==> config.mk <==
export PLATFORM = sky130hd
export DESIGN_NAME = cache_refill_ctrl_flat
export DESIGN_NICKNAME = d
export VERILOG_FILES = /design/src/rtl/cache_refill_ctrl_if.sv /design/src/rtl/cache_refill_ctrl.sv /design/src/flat_wrapper.sv
export SDC_FILE = /design/constraint.sdc
export NUM_CORES = 1
export LEC_CHECK = 0
export BUFFER_PORTS_ARGS = -buffer_cell sky130_fd_sc_hd__buf_2
export CAP_MARGIN = 20
export CELL_PAD_IN_SITES_DETAIL_PLACEMENT = 0
export CELL_PAD_IN_SITES_GLOBAL_PLACEMENT = 2
export CORE_ASPECT_RATIO = 1.1
export CORE_UTILIZATION = 35
export CTS_CLUSTER_SIZE = 16
export DETAILED_ROUTE_END_ITERATION = 6
export PLACE_DENSITY = 0.81
export SKIP_LAST_GASP = 1
export SLEW_MARGIN = 20
export SYNTH_ARGS = -nofsm -noshare
export SYNTH_HDL_FRONTEND = slang
export SYNTH_SLANG_ARGS = --single-unit
==> constraint.sdc <==
create_clock -name clk_i -period 21.3 [get_ports clk_i]
set_clock_uncertainty 0.1 [all_clocks]
set_input_delay 4.26 -clock clk_i [delete_from_list [all_inputs] [get_ports clk_i]]
set_output_delay 4.26 -clock clk_i [all_outputs]
set_load 0.005 [all_outputs]
==> src/rtl/cache_refill_ctrl_if.sv <==
// Miss, memory-bus and fill channels of the cache refill controller.
// The master modport is the controller's own view; slave is the cache/memory side.
interface cache_refill_ctrl_if #(
  parameter int unsigned ADDR_W  = 32,
  parameter int unsigned INDEX_W = 4,
  parameter int unsigned WORDS   = 4
);
  localparam int unsigned TAG_W = ADDR_W - INDEX_W - 4;

  logic                  miss_v_i;
  logic                  miss_ready_o;
  logic [ADDR_W-1:0]     miss_addr_i;
  logic                  victim_dirty_i;
  logic [TAG_W-1:0]      victim_tag_i;
  logic [WORDS*32-1:0]   victim_line_i;

  logic                  mem_req_v_o;
  logic                  mem_req_ready_i;
  logic                  mem_we_o;
  logic [ADDR_W-1:0]     mem_addr_o;
  logic [31:0]           mem_wdata_o;
  logic                  mem_rdata_v_i;
  logic [31:0]           mem_rdata_i;

  logic                  fill_v_o;
  logic [INDEX_W-1:0]    fill_index_o;
  logic [TAG_W-1:0]      fill_tag_o;
  logic [WORDS*32-1:0]   fill_line_o;
  logic                  busy_o;

  modport master (
    input  miss_v_i, miss_addr_i, victim_dirty_i, victim_tag_i, victim_line_i,
    input  mem_req_ready_i, mem_rdata_v_i, mem_rdata_i,
    output miss_ready_o, mem_req_v_o, mem_we_o, mem_addr_o, mem_wdata_o,
    output fill_v_o, fill_index_o, fill_tag_o, fill_line_o, busy_o
  );

  modport slave (
    output miss_v_i, miss_addr_i, victim_dirty_i, victim_tag_i, victim_line_i,
    output mem_req_ready_i, mem_rdata_v_i, mem_rdata_i,
    input  miss_ready_o, mem_req_v_o, mem_we_o, mem_addr_o, mem_wdata_o,
    input  fill_v_o, fill_index_o, fill_tag_o, fill_line_o, busy_o
  );
endinterface

==> src/rtl/cache_refill_ctrl.sv <==
// Memory-side miss handler: writes back a dirty victim word by word, refills the missing line
// one word at a time, then returns the assembled line to the cache as a one-cycle fill strobe.
module cache_refill_ctrl #(
  parameter int unsigned ADDR_W  = 32,
  parameter int unsigned INDEX_W = 4,
  parameter int unsigned WORDS   = 4
) (
  input  logic                clk_i,
  input  logic                reset_i,
  cache_refill_ctrl_if.master bus
);
  localparam int unsigned TAG_W = ADDR_W - INDEX_W - 4;
  localparam int unsigned LineW = WORDS * 32;
  localparam int unsigned KW    = $clog2(WORDS);
  localparam logic [KW-1:0] KLast = KW'(WORDS - 1);

  typedef enum logic [2:0] {StIdle, StWbReq, StRdReq, StRdData, StFill} state_e;

  state_e               state_q;
  logic [KW-1:0]        k_q;
  logic [KW-1:0]        k_inc;
  logic [TAG_W-1:0]     tag_q;
  logic [INDEX_W-1:0]   index_q;
  logic [TAG_W-1:0]     victim_tag_q;
  logic [LineW-1:0]     victim_line_q;
  logic [LineW-1:0]     line_q;

  logic                 miss_ready_q;
  logic                 mem_req_v_q;
  logic                 mem_we_q;
  logic [ADDR_W-1:0]    mem_addr_q;
  logic [31:0]          mem_wdata_q;
  logic                 fill_v_q;
  logic [INDEX_W-1:0]   fill_index_q;
  logic [TAG_W-1:0]     fill_tag_q;
  logic [LineW-1:0]     fill_line_q;

  // Byte offset within the line is implied by the word counter.
  logic unused_addr_lsb;
  assign unused_addr_lsb = ^bus.miss_addr_i[3:0];

  assign k_inc = k_q + KW'(1);

  // Outputs are decoded into registers at each transition, so nothing combinational
  // reaches the pins from the inputs.
  always_ff @(posedge clk_i or posedge reset_i) begin
    if (reset_i) begin
      state_q       <= StIdle;
      k_q           <= '0;
      tag_q         <= '0;
      index_q       <= '0;
      victim_tag_q  <= '0;
      victim_line_q <= '0;
      line_q        <= '0;
      miss_ready_q  <= 1'b1;
      mem_req_v_q   <= 1'b0;
      mem_we_q      <= 1'b0;
      mem_addr_q    <= '0;
      mem_wdata_q   <= '0;
      fill_v_q      <= 1'b0;
      fill_index_q  <= '0;
      fill_tag_q    <= '0;
      fill_line_q   <= '0;
    end else begin
      fill_v_q <= 1'b0;
      unique case (state_q)
        StIdle: begin
          if (bus.miss_v_i) begin
            tag_q         <= bus.miss_addr_i[ADDR_W-1 -: TAG_W];
            index_q       <= bus.miss_addr_i[4 +: INDEX_W];
            victim_tag_q  <= bus.victim_tag_i;
            victim_line_q <= bus.victim_line_i;
            k_q           <= '0;
            miss_ready_q  <= 1'b0;
            mem_req_v_q   <= 1'b1;
            if (bus.victim_dirty_i) begin
              state_q     <= StWbReq;
              mem_we_q    <= 1'b1;
              mem_addr_q  <= {bus.victim_tag_i, bus.miss_addr_i[4 +: INDEX_W], 4'h0};
              mem_wdata_q <= bus.victim_line_i[31:0];
            end else begin
              state_q     <= StRdReq;
              mem_we_q    <= 1'b0;
              mem_addr_q  <= {bus.miss_addr_i[ADDR_W-1:4], 4'h0};
              mem_wdata_q <= '0;
            end
          end
        end
        StWbReq: begin
          if (bus.mem_req_ready_i) begin
            if (k_q == KLast) begin
              k_q         <= '0;
              state_q     <= StRdReq;
              mem_we_q    <= 1'b0;
              mem_wdata_q <= '0;
              mem_addr_q  <= {tag_q, index_q, 4'h0};
            end else begin
              k_q         <= k_inc;
              mem_addr_q  <= {victim_tag_q, index_q, k_inc, 2'b00};
              mem_wdata_q <= victim_line_q[32*k_inc +: 32];
            end
          end
        end
        StRdReq: begin
          if (bus.mem_req_ready_i) begin
            state_q     <= StRdData;
            mem_req_v_q <= 1'b0;
          end
        end
        StRdData: begin
          if (bus.mem_rdata_v_i) begin
            line_q[32*k_q +: 32] <= bus.mem_rdata_i;
            if (k_q == KLast) begin
              state_q      <= StFill;
              fill_v_q     <= 1'b1;
              fill_index_q <= index_q;
              fill_tag_q   <= tag_q;
              fill_line_q  <= {bus.mem_rdata_i, line_q[LineW-33:0]};
            end else begin
              k_q         <= k_inc;
              state_q     <= StRdReq;
              mem_req_v_q <= 1'b1;
              mem_addr_q  <= {tag_q, index_q, k_inc, 2'b00};
            end
          end
        end
        StFill: begin
          // miss_ready stays low through the fill cycle, so no accept can overlap it.
          state_q      <= StIdle;
          miss_ready_q <= 1'b1;
          k_q          <= '0;
        end
        default: state_q <= StIdle;
      endcase
    end
  end

  assign bus.miss_ready_o = miss_ready_q;
  assign bus.busy_o       = ~miss_ready_q;
  assign bus.mem_req_v_o  = mem_req_v_q;
  assign bus.mem_we_o     = mem_we_q;
  assign bus.mem_addr_o   = mem_addr_q;
  assign bus.mem_wdata_o  = mem_wdata_q;
  assign bus.fill_v_o     = fill_v_q;
  assign bus.fill_index_o = fill_index_q;
  assign bus.fill_tag_o   = fill_tag_q;
  assign bus.fill_line_o  = fill_line_q;

endmodule

==> src/flat_wrapper.sv <==
// flat-port wrapper written by rule: the top's interface ports become plain ports
module cache_refill_ctrl_flat 
#(
  parameter int unsigned ADDR_W  = 32,
  parameter int unsigned INDEX_W = 4,
  parameter int unsigned WORDS   = 4
)
  (clk_i, reset_i, bus_miss_v_i, bus_miss_addr_i, bus_victim_dirty_i, bus_victim_tag_i, bus_victim_line_i, bus_mem_req_ready_i, bus_mem_rdata_v_i, bus_mem_rdata_i, bus_miss_ready_o, bus_mem_req_v_o, bus_mem_we_o, bus_mem_addr_o, bus_mem_wdata_o, bus_fill_v_o, bus_fill_index_o, bus_fill_tag_o, bus_fill_line_o, bus_busy_o);
  cache_refill_ctrl_if #(.ADDR_W(ADDR_W), .INDEX_W(INDEX_W), .WORDS(WORDS)) bus_i ();
  input  logic clk_i;
  input  logic reset_i;
  input wire logic [$bits(bus_i.miss_v_i)-1:0] bus_miss_v_i;
  input wire logic [$bits(bus_i.miss_addr_i)-1:0] bus_miss_addr_i;
  input wire logic [$bits(bus_i.victim_dirty_i)-1:0] bus_victim_dirty_i;
  input wire logic [$bits(bus_i.victim_tag_i)-1:0] bus_victim_tag_i;
  input wire logic [$bits(bus_i.victim_line_i)-1:0] bus_victim_line_i;
  input wire logic [$bits(bus_i.mem_req_ready_i)-1:0] bus_mem_req_ready_i;
  input wire logic [$bits(bus_i.mem_rdata_v_i)-1:0] bus_mem_rdata_v_i;
  input wire logic [$bits(bus_i.mem_rdata_i)-1:0] bus_mem_rdata_i;
  output wire logic [$bits(bus_i.miss_ready_o)-1:0] bus_miss_ready_o;
  output wire logic [$bits(bus_i.mem_req_v_o)-1:0] bus_mem_req_v_o;
  output wire logic [$bits(bus_i.mem_we_o)-1:0] bus_mem_we_o;
  output wire logic [$bits(bus_i.mem_addr_o)-1:0] bus_mem_addr_o;
  output wire logic [$bits(bus_i.mem_wdata_o)-1:0] bus_mem_wdata_o;
  output wire logic [$bits(bus_i.fill_v_o)-1:0] bus_fill_v_o;
  output wire logic [$bits(bus_i.fill_index_o)-1:0] bus_fill_index_o;
  output wire logic [$bits(bus_i.fill_tag_o)-1:0] bus_fill_tag_o;
  output wire logic [$bits(bus_i.fill_line_o)-1:0] bus_fill_line_o;
  output wire logic [$bits(bus_i.busy_o)-1:0] bus_busy_o;
  assign bus_i.miss_v_i = bus_miss_v_i;
  assign bus_i.miss_addr_i = bus_miss_addr_i;
  assign bus_i.victim_dirty_i = bus_victim_dirty_i;
  assign bus_i.victim_tag_i = bus_victim_tag_i;
  assign bus_i.victim_line_i = bus_victim_line_i;
  assign bus_i.mem_req_ready_i = bus_mem_req_ready_i;
  assign bus_i.mem_rdata_v_i = bus_mem_rdata_v_i;
  assign bus_i.mem_rdata_i = bus_mem_rdata_i;
  assign bus_miss_ready_o = bus_i.miss_ready_o;
  assign bus_mem_req_v_o = bus_i.mem_req_v_o;
  assign bus_mem_we_o = bus_i.mem_we_o;
  assign bus_mem_addr_o = bus_i.mem_addr_o;
  assign bus_mem_wdata_o = bus_i.mem_wdata_o;
  assign bus_fill_v_o = bus_i.fill_v_o;
  assign bus_fill_index_o = bus_i.fill_index_o;
  assign bus_fill_tag_o = bus_i.fill_tag_o;
  assign bus_fill_line_o = bus_i.fill_line_o;
  assign bus_busy_o = bus_i.busy_o;
  cache_refill_ctrl #(.ADDR_W(ADDR_W), .INDEX_W(INDEX_W), .WORDS(WORDS)) u_core (.clk_i(clk_i), .reset_i(reset_i), .bus(bus_i));
endmodule
Yosys cells after proc, flatten, opt, wreduce, memory -nomap -nowiden
Cells that the tools add are included.

operators by class
  add/sub/neg operators = 2
  equal/unequal tests = 11
  shift-type cells = 3
  muxes and demuxes = 42
  bitwise operators = 1
  reduce and logical (&&, ||, !) cells = 16

operators with widths
  kind                       number
  $mux 32                    10
  $bwmux 128                 1
  $shift 32x34->128 const A  1
  $shiftx 128x8->32          1
  $shiftx 32x34->128         1
  $pmux 32 s3                1
  $pmux 32 s2                1
  $neg 7->34                 1
  $reduce_and 5->1           4
  $mux 3                     6
  $mux 1                     12
  $mux 2                     6
  $pmux 3 s4                 1
  $ne 2x2->1 const B         5
  $pmux 2 s4                 1
  $eq 3x2->1 const B         2
  $reduce_and 2->1           3
  $reduce_and 3->1           2
  $reduce_bool 3->1          2
  $pmux 1 s2                 2
  $reduce_and 4->1           1
  $reduce_bool 2->1          2
  $reduce_bool 4->1          1
  $eq 3x1->1 const B         1
  7 further kinds            7

word-level totals
  register bits = 537
  input port bits = 222
  word-level logic and storage cells = 91

Longest topological paths before layout
Gate-level depths: netlist (run 1).

  depth after elaboration = 5
  mapped depth = 9

Worst setup path after synthesis (run 1)
No wires, ideal clock.

  path type = in2reg
  start = in bus_mem_rdata_v_i
  end = reg u_core.fill_tag_q[10] (netlist: u_core.bus.fill_tag_o[10])
  arrival = 5.277 ns
  setup slack = 15.798 ns
  stages = 7
  path buffers = 3
  cell sequence = and4b_1 buf_2 nand2_2 inv_2 buf_6 buf_6 mux2_2

between the ends
  longest elaborated chain between the ends = 1

RTL lines
  element                     RTL line                  source
  start: declaration          flat_wrapper.sv:18        input wire logic [$bits(bus_i.mem_rdata_v_i)-1:0] bus_mem_rdata_v_i;
  $reduce_and 3->1 (no line)  -
  end signal: assignment      cache_refill_ctrl.sv:117  fill_tag_q <= tag_q;
  end: declaration            cache_refill_ctrl.sv:35   logic [TAG_W-1:0] fill_tag_q;

Every way passes these cells.
A chain may end at the register's enable or synchronous reset.

Worst setup path after layout (run 1)
  start = in bus_mem_rdata_v_i
  end = reg u_core.fill_line_q[103] (netlist: u_core.bus.fill_line_o[103])

between the ends
  longest elaborated chain between the ends = 1

RTL lines
  element                     RTL line                  source
  $reduce_and 3->1 (no line)  -
  end signal: assignment      cache_refill_ctrl.sv:118  fill_line_q <= {bus.mem_rdata_i, line_q[LineW-33:0]};
  end: declaration            cache_refill_ctrl.sv:36   logic [LineW-1:0] fill_line_q;

Every way passes these cells.

==> results of run 1 <==
==> power breakdown <==
part	internal (mW)	leakage [nW]	switching, mW
Sequential	1.30	6.46	0.185
Combinational	0.547	5.11	0.517
Clock	0.572	0.911	0.403
==> synth_stat cells, drive strengths merged <==
| master | n |
|---|---|
| a221oi | 1 |
| nand4b | 2 |
| nor4 | 1 |
| o21ai | 98 |
| nor3b | 1 |
| conb | 1 |
| and4b | 1 |
| mux2i | 29 |
| mux2 | 233 |
| dfrtp | 502 |
| nor2 | 41 |
| a21oi | 63 |
| a211oi | 24 |
| mux4 | 32 |
| a21o | 5 |
| nand3b | 2 |
| o2111ai | 2 |
| a22o | 1 |
| nor3 | 2 |
| nor4b | 1 |
| o32ai | 1 |
| nand2b | 1 |
| buf | 82 |
| o31a | 1 |
| a31oi | 4 |
| ha | 5 |
| clkbuf | 40 |
| dfstp | 1 |
| nor2b | 24 |
| nand2 | 586 |
| nand3 | 2 |
| inv | 11 |
| a22oi | 33 |
==> routing by layer <==
| layer | track usage, % | vias up | share of wire (%) |
|---|---|---|---|
| met1 | 24.1 | 7306 | 43 |
| met5 | 0 | - | 0.15 |
| li1 | - | 6979 | - |
| met3 | 5.48 | 110 | 6.7 |
| met2 | 30.9 | 365 | 48 |
| met4 | 6.35 | 16 | 2.7 |
==> how the worst min path moves through the flow <==
stage                     slack, ns  cells past startpoint         startpoint                          to
after detailed placement       0.35                      2   u_core.line_q[1]   u_core.bus.fill_line_o[1]
after global placement         0.35                      2  u_core.line_q[41]  u_core.bus.fill_line_o[41]
after floorplan                0.34                      2  u_core.line_q[70]  u_core.bus.fill_line_o[70]
final                          0.36                      2  u_core.line_q[95]  u_core.bus.fill_line_o[95]
after CTS                      0.36                      2  u_core.line_q[94]  u_core.bus.fill_line_o[94]
after global routing           0.38                      2  u_core.line_q[49]  u_core.bus.fill_line_o[49]
==> area by class of cell <==
| cell class | instances | area (um2) | area share, % |
|---|---|---|---|
| flip-flops and latches | 503 | 12600 | 49.0 |
| multi-input cells | 1198 | 7770 | 30.3 |
| repair buffers | 462 | 2420 | 9.43 |
| clock buffers | 84 | 1660 | 6.45 |
| well taps | 760 | 951 | 3.70 |
| clock inverters | 17 | 208 | 0.809 |
| inverters | 11 | 53.8 | 0.210 |
| diodes | 10 | 25.0 | 0.0975 |
==> registers in the layout, indices dropped and copies added, names as in the netlist <==
register,flops
u_core.bus.fill_index_o,4
u_core.bus.mem_req_v_o,1
u_core.line_q,96
u_core.k_q,2
u_core.index_q,4
u_core.tag_q,24
u_core.bus.fill_tag_o,24
u_core.bus.mem_addr_o,30
u_core.state_q,3
u_core.bus.fill_line_o,128
u_core.bus.miss_ready_o,1
u_core.bus.mem_we_o,1
u_core.victim_line_q,128
u_core.bus.mem_wdata_o,32
u_core.victim_tag_q,24
u_core.bus.fill_v_o,1
==> logic make-up after synthesis <==
kind of cell | Yosys count | synth area share, %
flops | 503 | 59.9
simple gates | 664 | 12.6
mux | 294 | 17.3
buf+inv | 133 | 3.39
other cells | 1 | 0.0178
fa+ha+maj | 5 | 0.298
compound gates | 233 | 6.51
==> worst max-delay path: cells and delay by family <==
kind | cells | cell delay [ns]
buffers and inverters | 3 | 1.41
and+or+nand+nor | 4 | 0.99
==> summary.md, run 1 <==
| Metric | Value |
|---|---|
| Crit path capture | `u_core.bus.fill_line_o[103]` |
| Initial DRC count | `741` |
| WP data arrival | `6.74 ns` |
| Max incr delay on CP | `0.69 ns` |
| Die width | `236 um` |
| Initial Util | `35.6%` |
| CP Class | `in2reg` |
| CTS buffer count | `55` |
| Largest net degree at the start of global routing | `180` |
| Placed Area | `23800 um2` |
| Grt total ovfl | `0` |
| Peak supply drop | `0.0000725 V` |
| Worst Reg-to-Reg Cells | `7` |
| Avg WL per Cell | `18.9 um` |
| CTS Buffer Depth | `3` |
| Vias in the first global route | `15500` |
| H-tree depth | `2` |
| Post-CTS sizing | `0` |
| Fin. max-slew vios | `0` |
| Routability congestion estimate | `0.771` |
| Setup slack, reg-to-reg | `17.74 ns` |
| FMAX | `0.159 GHz` |
| Reg-to-Reg End | `u_core.bus.fill_line_o[103]` |
| Pin slew with the least headroom to its limit | `1.21 ns` |
| First-pass GRT wire length | `90900 um` |
| Fillcell total | `5677` |
| Most common cell after layout, fill and taps aside | `nand2_1` |
| Clk sinks | `503` |
| Critical R2R Launch | `u_core.state_q[0]` |
| Clock tree root driver cell | `clkbuf_16` |
| Rows | `93` |
| Cell variety after synth | `43` |
| Crit. End Element | `flip-flop` |
| Ranking of synthesized cells by area | `dfrtp_1, mux2_2, nand2_1` |
| Slew HR | `19.4%` |
| Max FO, Critical Path | `98` |
| Cell Count Post-Placement | `2934` |
| Routed Antenna Nets | `0` |
| Pleak | `12.5 nW` |
| Core area | `59000 um2` |
| Die Y | `259 um` |
| Final nets | `2458` |
| Register area share after synthesis | `59.9%` |
| DP Worst Slack | `14.04 ns` |
| Via count | `14800` |
| Area Overhead vs Synth | `22.2%` |
| Synth Register Bits | `503` |
| Post-CTS Repair Setup Buffers | `0` |
| Final WL | `57400 um` |
| Avg Cell Area, Syn | `11.5 um2` |
| Count of input and output buffers | `440` |
| Final core occ | `43.5%` |
| Unrepaired setup endpoints after global routing | `no` |
| Ports | `447` |
| Tcrit/Tclk final | `29.6%` |
| Yosys top cell by area | `dfrtp_1` |
| Final hold vios | `0` |
| Fin cells | `3045` |
| Outcome | `finished, final reports clean` |
| Fin area | `25700 um2` |
| Slowest-stage cell, CP | `buf_6` |
| # DRC | `0` |
| CP Cell Sequence | `buf_2, and4b_1, nand2_4, inv_6, buf_6, nand2_1, nand2_1` |
| Synth top area share | `59.8%` |
| Hold_buf cts | `0` |
| Total power after layout | `3.53 mW` |
| Setup crit start kind | `input port` |
| Hold_ws | `0.361 ns` |
| Max cap viols | `0` |
| Pwr Density | `137 nW/um2` |
| Cell Area, Synth | `21000 um2` |
| Dpl hpwl | `36600 um` |
| Die area | `61000 um2` |
| Most frequent cells in the layout | `nand2_1, dfrtp_1, buf_2` |
| GRT Util Overall | `18.9%` |
| Share of post-route cells with drive strength above 1 | `36.7%` |
| Clock Latency Late Sink | `0.61 ns` |
| Initial antenna violation count | `16` |
| Vias per cell | `4.85` |
| Final setup vio count | `0` |
| Clock slew at reported path FFs | `0.06 ns` |
| TNS Setup | `0 ns` |
| YS warnings | `0` |
| Hold Crit Class | `reg2reg` |
| Post-Syn Instances | `1833` |
| CTS tree | `yes` |
| Most used cell, CP | `nand2_1` |
| Tmin final | `6.30 ns` |
| Final worst setup slack | `15.00 ns` |
| Worst path required time | `21.74 ns` |
| Critical path origin | `bus_mem_rdata_v_i` |
| Drt first pass iters | `4` |
No activity file was read; power rests on OpenSTA's default activity.
==> run 2, diff against run 1 <==
ABC_AREA = 1   (was not set)
CORE_UTILIZATION = 32   (was 35)
PLACE_DENSITY = 0.82   (was 0.81)
clock period = 5.9 ns   (was 21.3 ns; I/O delays follow)
==> run 2 against run 1 <==
Against the previous run: sequential power rose to 3.6 times the previous value; register-to-register slack worse by 16 ns; synthesized cell count up 51%; wire length up 27%; final cell count up 34%; clock power rose to 3.7 times the previous value.
==> summary.md, run 2 <==
| Metric | Value |
|---|---|
| Initial Util | `32.4% (-3.2 points)` |
| Post-CTS Repair Setup Buffers | `0 (unchanged)` |
| Die width | `252 um (+7.0%)` |
| Fin cells | `4095 (+34%)` |
| First-pass GRT wire length | `114000 um (+25%)` |
| Final hold vios | `0 (unchanged)` |
| Tcrit/Tclk final | `63.5%` |
| Die Y | `277 um (+7.0%)` |
| Share of post-route cells with drive strength above 1 | `18.5% (-18 points)` |
| Routed Antenna Nets | `0 (unchanged)` |
| Die area | `69900 um2 (+15%)` |
| Initial DRC count | `1076 (+45%)` |
| Avg WL per Cell | `17.9 um (-5.2%)` |
| Yosys top cell by area | `dfrtp_1` |
| Count of input and output buffers | `440 (unchanged)` |
| YS warnings | `0 (unchanged)` |
| Area Overhead vs Synth | `22.0%` |
| Pint | `8.44 mW (+250%)` |
| Post-synth EDFFs | `0 (unchanged)` |
| CTS buffer count | `57 (+3.6%)` |
| WP data arrival | `4.17 ns (-2.57 ns)` |
| Net Sw Power | `5.22 mW (+370%)` |
| Most common cell after layout, fill and taps aside | `nand2_1` |
| CTS tree | `yes` |
| TNS Setup | `0 ns (unchanged)` |
| H-tree depth | `2 (unchanged)` |
| Synth Register Bits | `503 (unchanged)` |
| Clk sinks | `503 (unchanged)` |
| Core area | `67900 um2 (+15%)` |
| Top post-synthesis cells by count | `nand2_1, dfrtp_1, o21ai_0` |
| Cell Count Post-Placement | `3981 (+36%)` |
| Peak supply drop | `0.000274 V (+280%)` |
| Max FO, Critical Path | `95 (-3.1%)` |
| Fin. max-slew vios | `0 (unchanged)` |
| Vias per cell | `4.70 (-3.2%)` |
| Logic pwr share | `34.3% (+4.1 points)` |
| Final setup vio count | `0 (unchanged)` |
| Dpl hpwl | `45500 um (+24%)` |
| Setup slack, reg-to-reg | `2.15 ns (-15.59 ns)` |
| Switching share of power | `38.2% (+6.9 points)` |
| Routability congestion estimate | `0.820 (+6.3%)` |
| Register area share after synthesis | `57.1% (-2.8 points)` |
| Ranking of synthesized cells by area | `dfrtp_1, nand2_1, o21ai_0` |
| Reg-to-Reg End | `u_core.bus.fill_line_o[62]` |
| Rows | `100 (+7.5%)` |
| Via count | `19200 (+30%)` |
| Clock tree root driver cell | `clkbuf_16` |
| CTS Buffer Depth | `3 (unchanged)` |
| Critical R2R Launch | `u_core.k_q[0]` |
| # DRC | `0 (unchanged)` |
| Post-Syn Instances | `2763 (+51%)` |
| Synth top area share | `57.0% (-2.8 points)` |
| Worst path required time | `6.32 ns (-15.42 ns)` |
| Grt total ovfl | `0 (unchanged)` |
| Post-CTS sizing | `0 (unchanged)` |
| GRT Util Overall | `20.9% (+2.0 points)` |
| Largest net degree at the start of global routing | `153 (-15%)` |
| Crit. End Element | `flip-flop` |
| Ports | `447 (unchanged)` |
| Clock Latency Late Sink | `0.61 ns (about the same)` |
| Final WL | `73200 um (+27%)` |
| Worst Reg-to-Reg Cells | `9 (+2)` |
| Tmin final | `3.75 ns` |
| Clock share of power | `26.5% (-1.1 points)` |
| Hold depth | `2 (unchanged)` |
| Avg Cell Area, Syn | `7.97 um2 (-30%)` |
| Final worst setup slack | `2.15 ns (-12.85 ns)` |
| Final nets | `3350 (+36%)` |
| Pleak | `14.6 nW (+17%)` |
| Fillcell total | `7169 (+26%)` |
| Flop pwr share | `39.3% (-2.9 points)` |
| Total power after layout | `13.7 mW (+290%)` |
| Hold Startpoint | `u_core.bus.fill_line_o[108]` |
| Clock slew at reported path FFs | `0.06 ns (about the same)` |
| Outcome | `finished, final reports clean` |
| Vias in the first global route | `19200 (+24%)` |
| Most frequent cells in the layout | `nand2_1, dfrtp_1, buf_2` |
| Fraction of registers with async set/reset | `100% (unchanged)` |
| Cell Area, Synth | `22000 um2 (+4.8%)` |
| Initial antenna violation count | `29 (+13)` |
| Worst Hold End | `u_core.bus.fill_line_o[108]` |
| Pin slew with the least headroom to its limit | `1.05 ns (-0.157 ns)` |
| DP Worst Slack | `2.02 ns (-12.02 ns)` |
| FMAX | `0.267 GHz` |
| Cell variety after synth | `28 (-35%)` |
| Setup crit start kind | `flip-flop` |
| Slew HR | `29.7% (+10 points)` |
| Pwr Density | `508 nW/um2 (+270%)` |
| Synth Flop Type | `dfrtp_1` |
| Hold Crit Class | `reg2reg` |
| Unrepaired setup endpoints after global routing | `no` |
| Drt first pass iters | `7 (+3)` |
| Hold_buf cts | `0 (unchanged)` |
| Cell with the most instances after synthesis | `nand2_1` |
| Max cap viols | `0 (unchanged)` |
| CP Class | `reg2reg` |
## run 2: how the worst max path moves through the flow
stage | to | start | cells after the start | slack, ns
after global placement | u_core.bus.fill_line_o[68] | u_core.k_q[0] | 8 | 2.04
final | u_core.bus.fill_line_o[62] | u_core.k_q[0] | 9 | 2.15
after CTS | u_core.bus.fill_line_o[66] | u_core.k_q[0] | 8 | 2.00
after detailed placement | u_core.bus.fill_line_o[66] | u_core.k_q[0] | 8 | 2.02
after global routing | u_core.bus.fill_line_o[42] | u_core.k_q[0] | 9 | 1.82
after floorplan | u_core.bus.fill_index_o[0] | reset_i | 1 | -2.21
## run 2: stage by stage
stage,hold slack [ns],util [%],cell area [um2]
2_1_floorplan,0.349,-,22000
3_3_place_gp,0.348,36.6,24900
3_5_place_dp,0.353,36.7,24900
4_1_cts,0.367,39.5,26800
5_1_grt,0.382,39.5,26900
6_report,0.364,39.5,26900
## run 2: cell type report
class | instances | area (um2) | area share [%]
Inverter | 195 | 748 | 2.78
Antenna cell | 11 | 27.5 | 0.102
Multi-Input combinational cell | 1897 | 7960 | 29.6
Clock inverter | 15 | 168 | 0.624
Timing Repair Buffer | 469 | 2480 | 9.25
Sequential cell | 503 | 12600 | 46.9
Clock buffer | 87 | 1740 | 6.48
Tap cell | 918 | 1150 | 4.27
## run 2: cells by family after synthesis
group / after synthesis / share of synthesized area [%]
adders and majority gates: 5 / 0.284
and+or+nand+nor: 1566 / 28.2
other: 1 / 0.0170
AOI/OAI and AO/OA: 324 / 7.39
DFF: 503 / 57.1
buffers and inverters: 364 / 6.97
## run 2: layer usage
layer	vias to the layer above	wire length (um)	share of wire [%]	global-route usage [%]
met4	36	1970	2.7	6.65
met5	-	239	0.33	0
met3	137	4760	6.5	5.33
met1	9236	31000	42	26.3
met2	509	35200	48	34.9
li1	9319	-	-	-
## run 2: power groups by stage
stage / clock network, mW / logic, mW / registers (mW)
2_1_floorplan: 0 / 2.96 / 5.34
3_3_place_gp: 0 / 4.70 / 5.38
3_5_place_dp: 0 / 4.77 / 5.42
4_1_cts: 3.72 / 4.79 / 5.37
5_1_grt: 3.85 / 5.41 / 5.51
6_report: 3.61 / 4.68 / 5.36
## run 2: critical path: stages, from the launching register on
cell and delay [ns]:
dfrtp_2 0.42, buf_4 0.40, ha_1 0.35, buf_4 0.27
inv_2 0.57, nor2_4 0.11, inv_6 0.57, buf_4 0.58
nand2_1 0.11, o21ai_1 0.10
==> run 3, diff against run 2 <==
CORE_UTILIZATION = 29   (was 32)
PLACE_DENSITY = 0.79   (was 0.82)
clock period = 3 ns   (was 5.9 ns; I/O delays follow)
==> run 3 against run 2 <==
Against the previous run: setup slack lost 1.7 ns; via count grew 0.59%; total power grew 97%; register-to-register slack lost 1.7 ns.
==> summary.md, run 3 (synthesis gave the netlist of run 2 again) <==
| Metric | Value |
|---|---|
| Clock share of power | `25.9% (-0.6 points)` |
| Via count | `19400 (+0.59%)` |
| Final WL | `75600 um (+3.3%)` |
| CP Class | `reg2reg` |
| Slowest-stage cell, CP | `dfrtp_1` |
| Count of input and output buffers | `440 (unchanged)` |
| Setup crit start kind | `flip-flop` |
| FMAX | `0.397 GHz (+49%)` |
| Tmin final | `2.52 ns (-1.23 ns)` |
| Core area | `74900 um2 (+10%)` |
| Vias in the first global route | `19300 (+0.59%)` |
| Fin cells | `4159 (+1.6%)` |
| H-tree depth | `2 (unchanged)` |
| Final setup vio count | `0 (unchanged)` |
| Avg WL per Cell | `18.2 um (+1.7%)` |
| Hold depth | `3 (+1)` |
| Clock Latency Late Sink | `0.62 ns (about the same)` |
| Worst Path Buf+Inv | `2 (-3)` |
| Clock tree root driver cell | `clkbuf_16` |
| Fin. max-slew vios | `0 (unchanged)` |
| CTS tree | `yes` |
| CP Cell Sequence | `nand2_2, nor2_8, buf_4, o21ai_1, nand4_1, buf_4, nand2_1, nand2_1` |
| Die area | `77100 um2 (+10%)` |
| GRT Util Overall | `19.4% (-1.5 points)` |
| Drt first pass iters | `5 (-2)` |
| Hold_buf cts | `1 (+1)` |
| Vias per cell | `4.65 (-0.96%)` |
| CTS buffer count | `57 (unchanged)` |
| Pwr Density | `992 nW/um2 (+95%)` |
| Initial antenna violation count | `24 (-17%)` |
| WP data arrival | `2.98 ns (-1.19 ns)` |
| Register Area | `12600 um2 (unchanged)` |
| Final hold vios | `0 (unchanged)` |
| Pint | `16.5 mW (+96%)` |
| Switching share of power | `38.7% (+0.44 points)` |
| Worst path required time | `3.46 ns (-2.86 ns)` |
| Area occupied by multi-input gates | `7940 um2 (-0.22%)` |
| Crit. End Element | `flip-flop` |
| First-pass GRT wire length | `116000 um (+2.5%)` |
| Largest net degree at the start of global routing | `106 (-31%)` |
| Routed Antenna Nets | `0 (unchanged)` |
| Dpl hpwl | `48600 um (+7.0%)` |
| Hold_ws | `0.0757 ns (-0.288 ns)` |
| Max cap viols | `0 (unchanged)` |
| Max incr delay on CP | `0.56 ns (-0.02 ns)` |
| Placed Area | `25300 um2 (+1.5%)` |
| Clk sinks | `503 (unchanged)` |
| Final core occ | `36.3% (-3.3 points)` |
| Clock slew at reported path FFs | `0.06 ns (about the same)` |
| Hold Crit Class | `in2reg` |
| CTS Buffer Depth | `3 (unchanged)` |
| Fin area | `27200 um2 (+1.1%)` |
| Slew HR | `35.6% (+5.9 points)` |
| Grt total ovfl | `0 (unchanged)` |
| Pin slew with the least headroom to its limit | `0.962 ns (-0.0896 ns)` |
| CP delay by family, top | `buffers and inverters` |
| Peak supply drop | `0.000445 V (+62%)` |
| Flop pwr share | `39.3% (about the same)` |
| # DRC | `0 (unchanged)` |
| Worst Reg-to-Reg Cells | `8 (-1)` |
| Ports | `447 (unchanged)` |
| Initial DRC count | `1316 (+22%)` |
| Area Overhead vs Synth | `23.3%` |
| Die width | `265 um (+5.0%)` |
| Tcrit/Tclk final | `83.9% (+20 points)` |
| Final nets | `3371 (+0.63%)` |
| Unrepaired setup endpoints after global routing | `no` |
| Post-CTS sizing | `0 (unchanged)` |
| Share of post-route cells with drive strength above 1 | `19.0% (+0.52 points)` |
| Rows | `105 (+5.0%)` |
| Most frequent cells in the layout | `nand2_1, dfrtp_1, buf_2` |
| Routability congestion estimate | `0.802 (-2.1%)` |
| Most common cell after layout, fill and taps aside | `nand2_1` |
| Max FO, Critical Path | `28 (-71%)` |
| Die Y | `291 um (+5.0%)` |
| Net Sw Power | `10.4 mW (+100%)` |
| Fillcell total | `7946 (+11%)` |
| Total stage count of the critical path | `8 (-1)` |
| Cell Count Post-Placement | `4047 (+1.7%)` |
| Post-CTS Repair Setup Buffers | `0 (unchanged)` |
| Logic pwr share | `34.8% (+0.5 points)` |
| Initial Util | `29.4% (-3.0 points)` |
| Pleak | `14.7 nW (+0.83%)` |
| Outcome | `finished, final reports clean` |
[run 3: cell count changes in the layout (fill, tap and decap cells not counted), sizes merged]
| cell | delta |
|---|---|
| bufinv | -1 |
| diode | -5 |
| clkinv | +3 |
| inv | +3 |
| clkinvlp | +1 |
| clkbuf | -3 |
| dlygate4sd3 | +1 |
| buf | +20 |
[run 3: path summary, 6_finish.rpt]
check | startpoint | endpoint | slack [ns]
hold reg to reg | u_core.line_q[91] | u_core.bus.fill_line_o[91] | 0.36
hold / removal | bus_victim_line_i[92] | u_core.victim_line_q[92] | 0.08
min in group asynchronous | reset_i | u_core.bus.fill_line_o[80] | 0.51
max in group asynchronous | reset_i | u_core.victim_line_q[32] | 1.29
setup / recovery | u_core.state_q[0] | u_core.bus.mem_addr_o[23] | 0.48
setup reg to reg | u_core.state_q[0] | u_core.bus.mem_addr_o[23] | 0.48
[run 3: routing by layer]
metal	global-route usage (%)	up-vias	wire [um]	part of all wire (%)
li1	-	9366	-	-
met1	24.4	9245	32200	43
met2	31.9	543	35500	47
met3	5.29	162	5240	6.9
met4	6.94	34	2420	3.2
met5	0	-	199	0.26
[run 3: layout make-up]
type / instances / area share (%)
Sequential cell: 503 / 46.3
Tap cell: 963 / 4.43
Antenna cell: 6 / 0.0553
Clock buffer: 84 / 6.14
Inverter: 195 / 2.75
Clock inverter: 21 / 0.728
Timing Repair Buffer: 490 / 10.3
Multi-Input combinational cell: 1897 / 29.2
[run 3: metrics by stage]
step / total power, mW / setup TNS (ns) / setup WS (ns)
finish: 26.9 / 0 / 0.484
global route: 29.1 / 0 / 0.345
CTS: 27.4 / 0 / 0.522
detailed placement: 20.2 / 0 / 0.544
global placement: 20.0 / 0 / 0.580
floorplan: 16.3 / -2274.48 / -4.53
[run 3: power groups by stage]
stage / Clock (mW) / Sequential (mW) / Combinational [mW]
6_report: 6.99 / 10.6 / 9.38
2_1_floorplan: 0 / 10.5 / 5.82
5_1_grt: 7.48 / 10.9 / 10.8
4_1_cts: 7.23 / 10.6 / 9.59
3_5_place_dp: 0 / 10.7 / 9.55
3_3_place_gp: 0 / 10.6 / 9.44
[run 3: tightest hold or removal path, delay by kind of cell]
family	cells	cell delay, ns
buf+inv	1	0.08
simple gates	2	0.08
